## src/rtl/fft_sample_fetch.sv

```systemverilog
// Fetches one memory word per calculator address and streams the words to the FFT core.
// Address generation is throttled through a registered pause so the sample FIFO never overflows.
`timescale 1ns/1ps
module fft_sample_fetch #(
  parameter int DATA_W = 32,
  parameter int ADDR_W = 32,
  parameter int DEPTH  = 16
) (
  input  logic              clk,
  input  logic              rst,
  input  logic [ADDR_W-1:0] addr_in,
  input  logic              addr_valid,
  input  logic              addr_done,
  output logic              pause,
  output logic              mem_rd_en,
  output logic [ADDR_W-1:0] mem_addr,
  input  logic [DATA_W-1:0] mem_rdata,
  input  logic              mem_rvalid,
  output logic [DATA_W-1:0] sample_data,
  output logic              sample_valid,
  input  logic              sample_ready,
  output logic              sample_last,
  output logic              xfer_done
);

  localparam int PW = $clog2(DEPTH);
  localparam int CW = PW + 1;

  typedef enum logic [1:0] {S_IDLE, S_FETCH, S_DRAIN, S_DONE} state_t;

  state_t            state_q, state_d;
  logic              pause_q, pause_d;
  logic              rd_en_q, rd_en_d;
  logic [ADDR_W-1:0] mem_addr_q, mem_addr_d;
  logic [CW-1:0]     inflight_q, inflight_d;
  logic [CW-1:0]     outst_q, outst_d;
  logic [CW-1:0]     cnt_q, cnt_d;
  logic [PW-1:0]     wr_ptr_q, wr_ptr_d;
  logic [PW-1:0]     rd_ptr_q, rd_ptr_d;
  logic [31:0]       acc_cnt_q, acc_cnt_d;
  logic [31:0]       out_cnt_q, out_cnt_d;
  logic              done_seen_q, done_seen_d;
  logic [DATA_W-1:0] fifo_mem [DEPTH];

  logic accept;
  logic push;
  logic pop;

  assign sample_valid = (cnt_q != '0);
  assign pop          = sample_valid & sample_ready;
  assign accept       = addr_valid & ~pause_q & ((state_q == S_IDLE) | (state_q == S_FETCH));
  // Responses arriving with nothing in flight are leftovers from before a reset.
  assign push         = mem_rvalid & (inflight_q != '0);

  // NOTE: every signal gets a default before the case so no path leaves it unassigned,
  // which would otherwise infer a latch.
  always_comb begin
    state_d     = state_q;
    done_seen_d = done_seen_q;
    inflight_d  = inflight_q + CW'(accept) - CW'(push);
    outst_d     = outst_q + CW'(accept) - CW'(pop);
    cnt_d       = cnt_q + CW'(push) - CW'(pop);
    wr_ptr_d    = wr_ptr_q + PW'(push);
    rd_ptr_d    = rd_ptr_q + PW'(pop);
    acc_cnt_d   = acc_cnt_q + 32'(accept);
    out_cnt_d   = out_cnt_q + 32'(pop);
    rd_en_d     = accept;
    mem_addr_d  = accept ? addr_in : mem_addr_q;

    case (state_q)
      S_IDLE: begin
        if (accept && addr_done) begin
          state_d     = S_DRAIN;
          done_seen_d = 1'b1;
        end else if (accept) begin
          state_d = S_FETCH;
        end else if (addr_done) begin
          state_d = S_DONE;
        end
      end
      S_FETCH: begin
        if (addr_done) begin
          state_d     = S_DRAIN;
          done_seen_d = 1'b1;
        end
      end
      S_DRAIN: begin
        // Looking at next-cycle occupancy lets xfer_done follow the last handshake directly.
        if (inflight_d == '0 && cnt_d == '0) state_d = S_DONE;
      end
      S_DONE: begin
        state_d     = S_IDLE;
        done_seen_d = 1'b0;
        acc_cnt_d   = '0;
        out_cnt_d   = '0;
      end
      default: state_d = S_IDLE;
    endcase

    pause_d = (outst_d >= CW'(DEPTH - 1)) || (state_d == S_DRAIN) || (state_d == S_DONE);
  end

  // NOTE: state registers use non-blocking assignments so every flop samples pre-edge values.
  always_ff @(posedge clk or posedge rst) begin
    if (rst) begin
      state_q     <= S_IDLE;
      pause_q     <= 1'b0;
      rd_en_q     <= 1'b0;
      mem_addr_q  <= '0;
      inflight_q  <= '0;
      outst_q     <= '0;
      cnt_q       <= '0;
      wr_ptr_q    <= '0;
      rd_ptr_q    <= '0;
      acc_cnt_q   <= '0;
      out_cnt_q   <= '0;
      done_seen_q <= 1'b0;
    end else begin
      state_q     <= state_d;
      pause_q     <= pause_d;
      rd_en_q     <= rd_en_d;
      mem_addr_q  <= mem_addr_d;
      inflight_q  <= inflight_d;
      outst_q     <= outst_d;
      cnt_q       <= cnt_d;
      wr_ptr_q    <= wr_ptr_d;
      rd_ptr_q    <= rd_ptr_d;
      acc_cnt_q   <= acc_cnt_d;
      out_cnt_q   <= out_cnt_d;
      done_seen_q <= done_seen_d;
    end
  end

  // NOTE: the storage array is deliberately not reset; the pointers and count define validity.
  always_ff @(posedge clk) begin
    if (push) fifo_mem[wr_ptr_q] <= mem_rdata;
  end

  assign pause       = pause_q;
  assign mem_rd_en   = rd_en_q;
  assign mem_addr    = mem_addr_q;
  assign xfer_done   = (state_q == S_DONE);
  assign sample_data = sample_valid ? fifo_mem[rd_ptr_q] : '0;
  assign sample_last = sample_valid & done_seen_q & ((out_cnt_q + 32'd1) == acc_cnt_q);

endmodule

```

## config.mk

```make
export PLATFORM = sky130hd
export DESIGN_NAME = fft_sample_fetch
export DESIGN_NICKNAME = d
export VERILOG_FILES = /design/src/rtl/fft_sample_fetch.sv
export SDC_FILE = /design/constraint.sdc
export NUM_CORES = 1
export LEC_CHECK = 0
export CAP_MARGIN = 20
export CORE_MARGIN = 3
export CORE_UTILIZATION = 60
export CTS_CLUSTER_SIZE = 28
export DETAILED_ROUTE_END_ITERATION = 8
export PLACE_DENSITY = 0.78
export SETUP_SLACK_MARGIN = 0.2
export SYNTH_ARGS = -nofsm -noshare
export SYNTH_HDL_FRONTEND = slang
export SYNTH_SLANG_ARGS = --single-unit
export TNS_END_PERCENT = 100
```

## constraint.sdc

```tcl
create_clock -name clk -period 4.7 [get_ports clk]
set_clock_uncertainty 0.2 [all_clocks]
set_input_delay 0.705 -clock clk [delete_from_list [all_inputs] [get_ports clk]]
set_output_delay 0.705 -clock clk [all_outputs]
set_load 0.005 [all_outputs]
```

## Yosys cells after proc, flatten, opt, wreduce, memory -nomap -nowiden

Memory sizes are Yosys's and may differ from the RTL's.
Cells that the tools add are included.

- Memories kept: 1
- Bits in registers: 124
- Bits in writable memories: 512
- Bits of input ports: 70
- Output and inout bits: 69

Memories:

| memory | words | bits a word | read ports | clocked after Yosys merged registers in | wr ports | RTL line | source |
|---|---|---|---|---|---|---|---|
| fifo_mem | 16 | 32 | 1 | 0 | 1 | 43 | `logic [DATA_W-1:0] fifo_mem [DEPTH];` |

- Multiplexer cells: 14
- Add/sub/neg operators: 11
- Bitwise gates (word level): 8
- Order comparisons: 1
- Eq/ne operators: 8
- Reduce and logical (&&, ||, !) cells: 11

Operator list:

| operator | number |
|---|---|
| $mux W32 | 3 |
| $add A32 B1 Y32 | 2 |
| $add A32 B1 Y32 const B | 1 |
| $eq A32 B32 Y1 | 1 |
| $add A5 B1 Y5 | 3 |
| $sub A5 B1 Y5 | 3 |
| $logic_not A5 Y1 | 2 |
| $mux W2 | 5 |
| $reduce_bool A5 Y1 | 2 |
| $add A4 B1 Y4 | 2 |
| $eq A2 B2 Y1 const B | 4 |
| $pmux W2 S4 | 1 |
| $and A1 B1 Y1 | 6 |
| $ge A5 B4 Y1 const B | 1 |
| $mux W1 | 4 |
| $pmux W1 S3 | 1 |
| $reduce_and A3 Y1 | 1 |
| $reduce_bool A3 Y1 | 1 |
| $eq A2 B1 Y1 const B | 1 |
| $logic_and A1 B1 Y1 | 2 |
| $logic_not A2 Y1 | 1 |
| $logic_or A1 B1 Y1 | 2 |
| $ne A2 B1 Y1 const B | 1 |
| $ne A2 B2 Y1 const B | 1 |
| 2 further kinds | 2 |

## Logic depth before layout (Yosys ltp)

- Depth after elaboration: 12
- Depth in mapped cells: 16

## Worst setup path before layout

OpenSTA, ideal clock, no wires.

- Path kind: input to register
- Start: in mem_rvalid
- End: mem fifo_mem[0][0], enable pin
- Stages: 3
- Setup time: 0.461 ns
- Path slack: 0.648 ns
- Buffers on the path: 0
- Data arrival time: 3.391 ns
- Cells stage by stage: o41ai_1 > or3_1 > nor3_1

- Longest elaborated chain between the ends: 3

RTL lines:

| what | RTL line | source |
|---|---|---|
| from (decl) | 18 | `input logic mem_rvalid,` |
| $and A1 B1 Y1 | 53 | `assign push = mem_rvalid & (inflight_q != '0);` |
| $mux W1 | 136 | `if (push) fifo_mem[wr_ptr_q] <= mem_rdata;` |
| $mux W1 (not written as such) | 136 |  |
| to (decl) | 43 |  |

Every way passes these cells.

## Final worst setup path

- Start: reg out_cnt_q[11]
- End: out sample_last

- Longest elaborated chain between the ends: 3

RTL lines:

| what | RTL line | source |
|---|---|---|
| from (decl) | 41 | `logic [31:0] out_cnt_q, out_cnt_d;` |
| from (signal assigned) | 129 | `out_cnt_q <= out_cnt_d;` |
| $add A32 B1 Y32 | 144 | `assign sample_last = sample_valid & done_seen_q & ((out_cnt_q + 32'd1) == acc_cnt_q);` |
| $eq A32 B32 Y1 | 144 |  |
| $and A1 B1 Y1 | 144 |  |
| to (decl) | 22 | `output logic sample_last,` |

Every way passes these cells.

==> results.toml <==
[synth]
syn_area_um2 = 26200
synth_cell_type_count = 61
avgSynthCellArea_um2 = 18.3
yosys_register_bits = 636
ys_seq_area_share_pct = 70.4
ys.flop_type = "edfxtp_1"
synth_edf_count = 512
postSynth.asyncResetShare_pct = 19.5
synth_warnings = 0
synthCells = 1435
synth_fp_nets = 1534

[pwr]
p_int_w = 0.0129
power.total_w = 0.0179
leakagePower_nw = 10.6
powerDensity_nw_per_um2 = 585
pwr-share-seq_pct = 41.2
p_clk_share_pct = 28.4
p_sw_w = 0.00505
netSwitchingFraction_pct = 28.1
p_comb_share_pct = 30.4
ir_drop_mv = 0.466

[setup_path]
start_kind = "flop"
slowest_delay_ns = 0.51
worstSetupEndpointType = "output port"
worstPathArrival_ns = 3.38
worstPathRequired_ns = 3.80
cpMaxStageDelayCell = "clkdlybuf4s50_1"
worstSetupPathType = "flop to output port"
path_common_cell = "nor4_1"
crit_fanout = 5
path_cells = "xnor2_1 -> a32o_1 -> a22oi_1 -> nor4_1 -> nand4_1 -> nor4_1 -> o2111a_1 -> clkdlybuf4s50_1"

[global_route]
grt_usage_pct = 25.8
grtUsageMet1_pct = 35.8
antenna_found_initial = 2
grt_max_degree = 90
grt_pass1_vias = 14800
gr-total-overflow = 0
grt.busiest_layer = "met2"
grt_pass1_wl_um = 89800
use_met2_pct = 42.1
use_met3_pct = 5.14

[finish]
final_nets = 1709
diodes = 0
final_common_cell = "edfxtp_1"
areaGrowthSynthToFinish_pct = 16.9
fin_util_pct = 72.0
seq_area_um2 = 18500
fill_cells = 2592
final_cell_mix = "edfxtp_1 (512), mux4_2 (160), clkdlybuf4s50_1 (138)"
final_layout_size_suffix_gt1_share_pct = 22.3
multi_input_area_um2 = 7430
layout.cells.non_filler = 2237

[routing]
ant_nets = 0
wl_um = 57900
drcViolationCount = 0
drtIter0Drc = 1546
first_pass_iters = 5
wl_per_cell_um = 25.9
avgViaCountPerCell = 6.21
via_count = 13900

[flow_run]
maxCapViolations = 0

[floorplanning]
num_rows = 75
ioPinCount = 139
chipHeight_um = 215
start_util_pct = 61.6
die-area_um2 = 46300
fp.dieW_um = 215
fp.coreArea_um2 = 42600

[timing]
rsz0062_at_grt = "no"
fin_setup_tns_ns = 0
finalMaxSlewViolations = 0
tightest_slew_ns = 0.892
slew_headroom_pct = 39.7
final_hold_viol_count = 0
fin_crit_ns = 4.29
min_period_over_period_pct = 91.2
setup_viol = 0
whs_ns = 0.236
max_freq_ghz = 0.233

[clocking]
cts_buffers = 61
worstSkewPairLatency_ns = 0.61
clk_pin_slew_ns = 0.06
cts_root_buf = "clkbuf_16"
clock_path_buffers = 3
cts.sinks = 636
h-tree-depth = 2
cts_tree = "built"
ctsHoldBuffers = 0

[place]
io_buffers = 138
place_inst = 2119
place.gp.congestion = 0.950
dp_hpwl_um = 32200

[run_status]
status = "completed"

[min_path]
hp-class = "input pin to async pin"
[what timing repair did]
| item | CTS | global route |
|---|---|---|
| endpoints found under the setup margin | 1 | 1 |
| pin swaps | 1 | 1 |
| setup buffers | 3 | 1 |
| resized for setup | 0 | 7 |
[per-stage QoR]
stage	setup WS, ns	cell area, µm²
finish	0.414	30700
detailed placement	0.639	28500
global route	0.213	30700
floorplan	0.496	26200
global placement	0.762	28500
CTS	0.229	30600
[sequential cells by signal, summed over array words and instances (netlist names)]
register     flops
cnt_q            5
out_cnt_q       32
mem_rd_en        1
wr_ptr_q         4
fifo_mem       512
acc_cnt_q       32
outst_q          5
rd_ptr_q         4
done_seen_q      1
mem_addr        32
inflight_q       5
pause            1
state_q          2
[cells in the mapped netlist (17+ instances only)]
library cell	number	share of area [%]
a21oi_1	27	0.52
and2_1	39	0.93
buf_2	23	0.44
clkbuf_1	33	0.47
dfrtp_1	124	12
edfxtp_1	512	59
ha_1	26	1.2
inv_1	39	0.56
mux2_2	32	1.4
mux4_2	160	14
nand2_1	36	0.52
nand3_1	27	0.52
nand4_1	17	0.41
nor2_1	84	1.2
nor3_1	17	0.32
o21ai_0	24	0.46
xnor2_1	58	1.9
xor2_1	47	1.6
[cell families after synthesis]
| group | after synthesis | synth area share, % |
|---|---|---|
| compound gates | 74 | 1.66 |
| buf+inv | 108 | 1.74 |
| flops | 636 | 70.4 |
| simple gates | 289 | 6.00 |
| fa+ha+maj | 29 | 1.47 |
| mux | 194 | 15.2 |
| xor+xnor | 105 | 3.51 |
[worst max-delay path, delay by kind of cell (launching register included)]
family	cells	cell delay, ns
AOI/OAI and AO/OA	3	0.56
DFF	1	0.43
and+or+nand+nor	3	0.93
buffers and inverters	1	0.51
xor gates and xnor gates	1	0.33
[final cells by class]
class	instances	area share, %
timing repair buffer	181	5.82
clock buffer	72	5.14
multi-input combinational	691	24.2
inverter	39	0.485
sequential	636	60.3
tap	577	2.35
clock inverter	41	1.68
[final timing paths]
check,start,end,slack (ns),depth (start not counted)
setup reg to reg,inflight_q[3],state_q[0],0.84,15
hold / removal,rst,mem_rd_en,0.24,2
max in group asynchronous,rst,out_cnt_q[8],3.11,4
min in group clk,mem_addr[6],mem_addr[6],0.31,1
setup / recovery,out_cnt_q[11],sample_last,0.41,8
hold reg to reg,mem_addr[6],mem_addr[6],0.31,1
[layer usage]
layer / vias up / wire, µm
li1: 5965 / -
met1: 7238 / 22600
met2: 573 / 29100
met3: 119 / 4530
met4: 4 / 1660
met5: - / 19
[power groups by stage]
| stage | Combinational, W | Clock [W] | Sequential (W) |
|---|---|---|---|
| final | 0.00545 | 0.00510 | 0.00740 |
| after global routing | 0.00585 | 0.00539 | 0.00747 |
| after CTS | 0.00553 | 0.00518 | 0.00740 |
| after detailed placement | 0.00544 | 0 | 0.00749 |
| after global placement | 0.00534 | 0 | 0.00743 |
| after floorplan | 0.00350 | 0 | 0.00721 |
(Power assumes the default switching activity.)
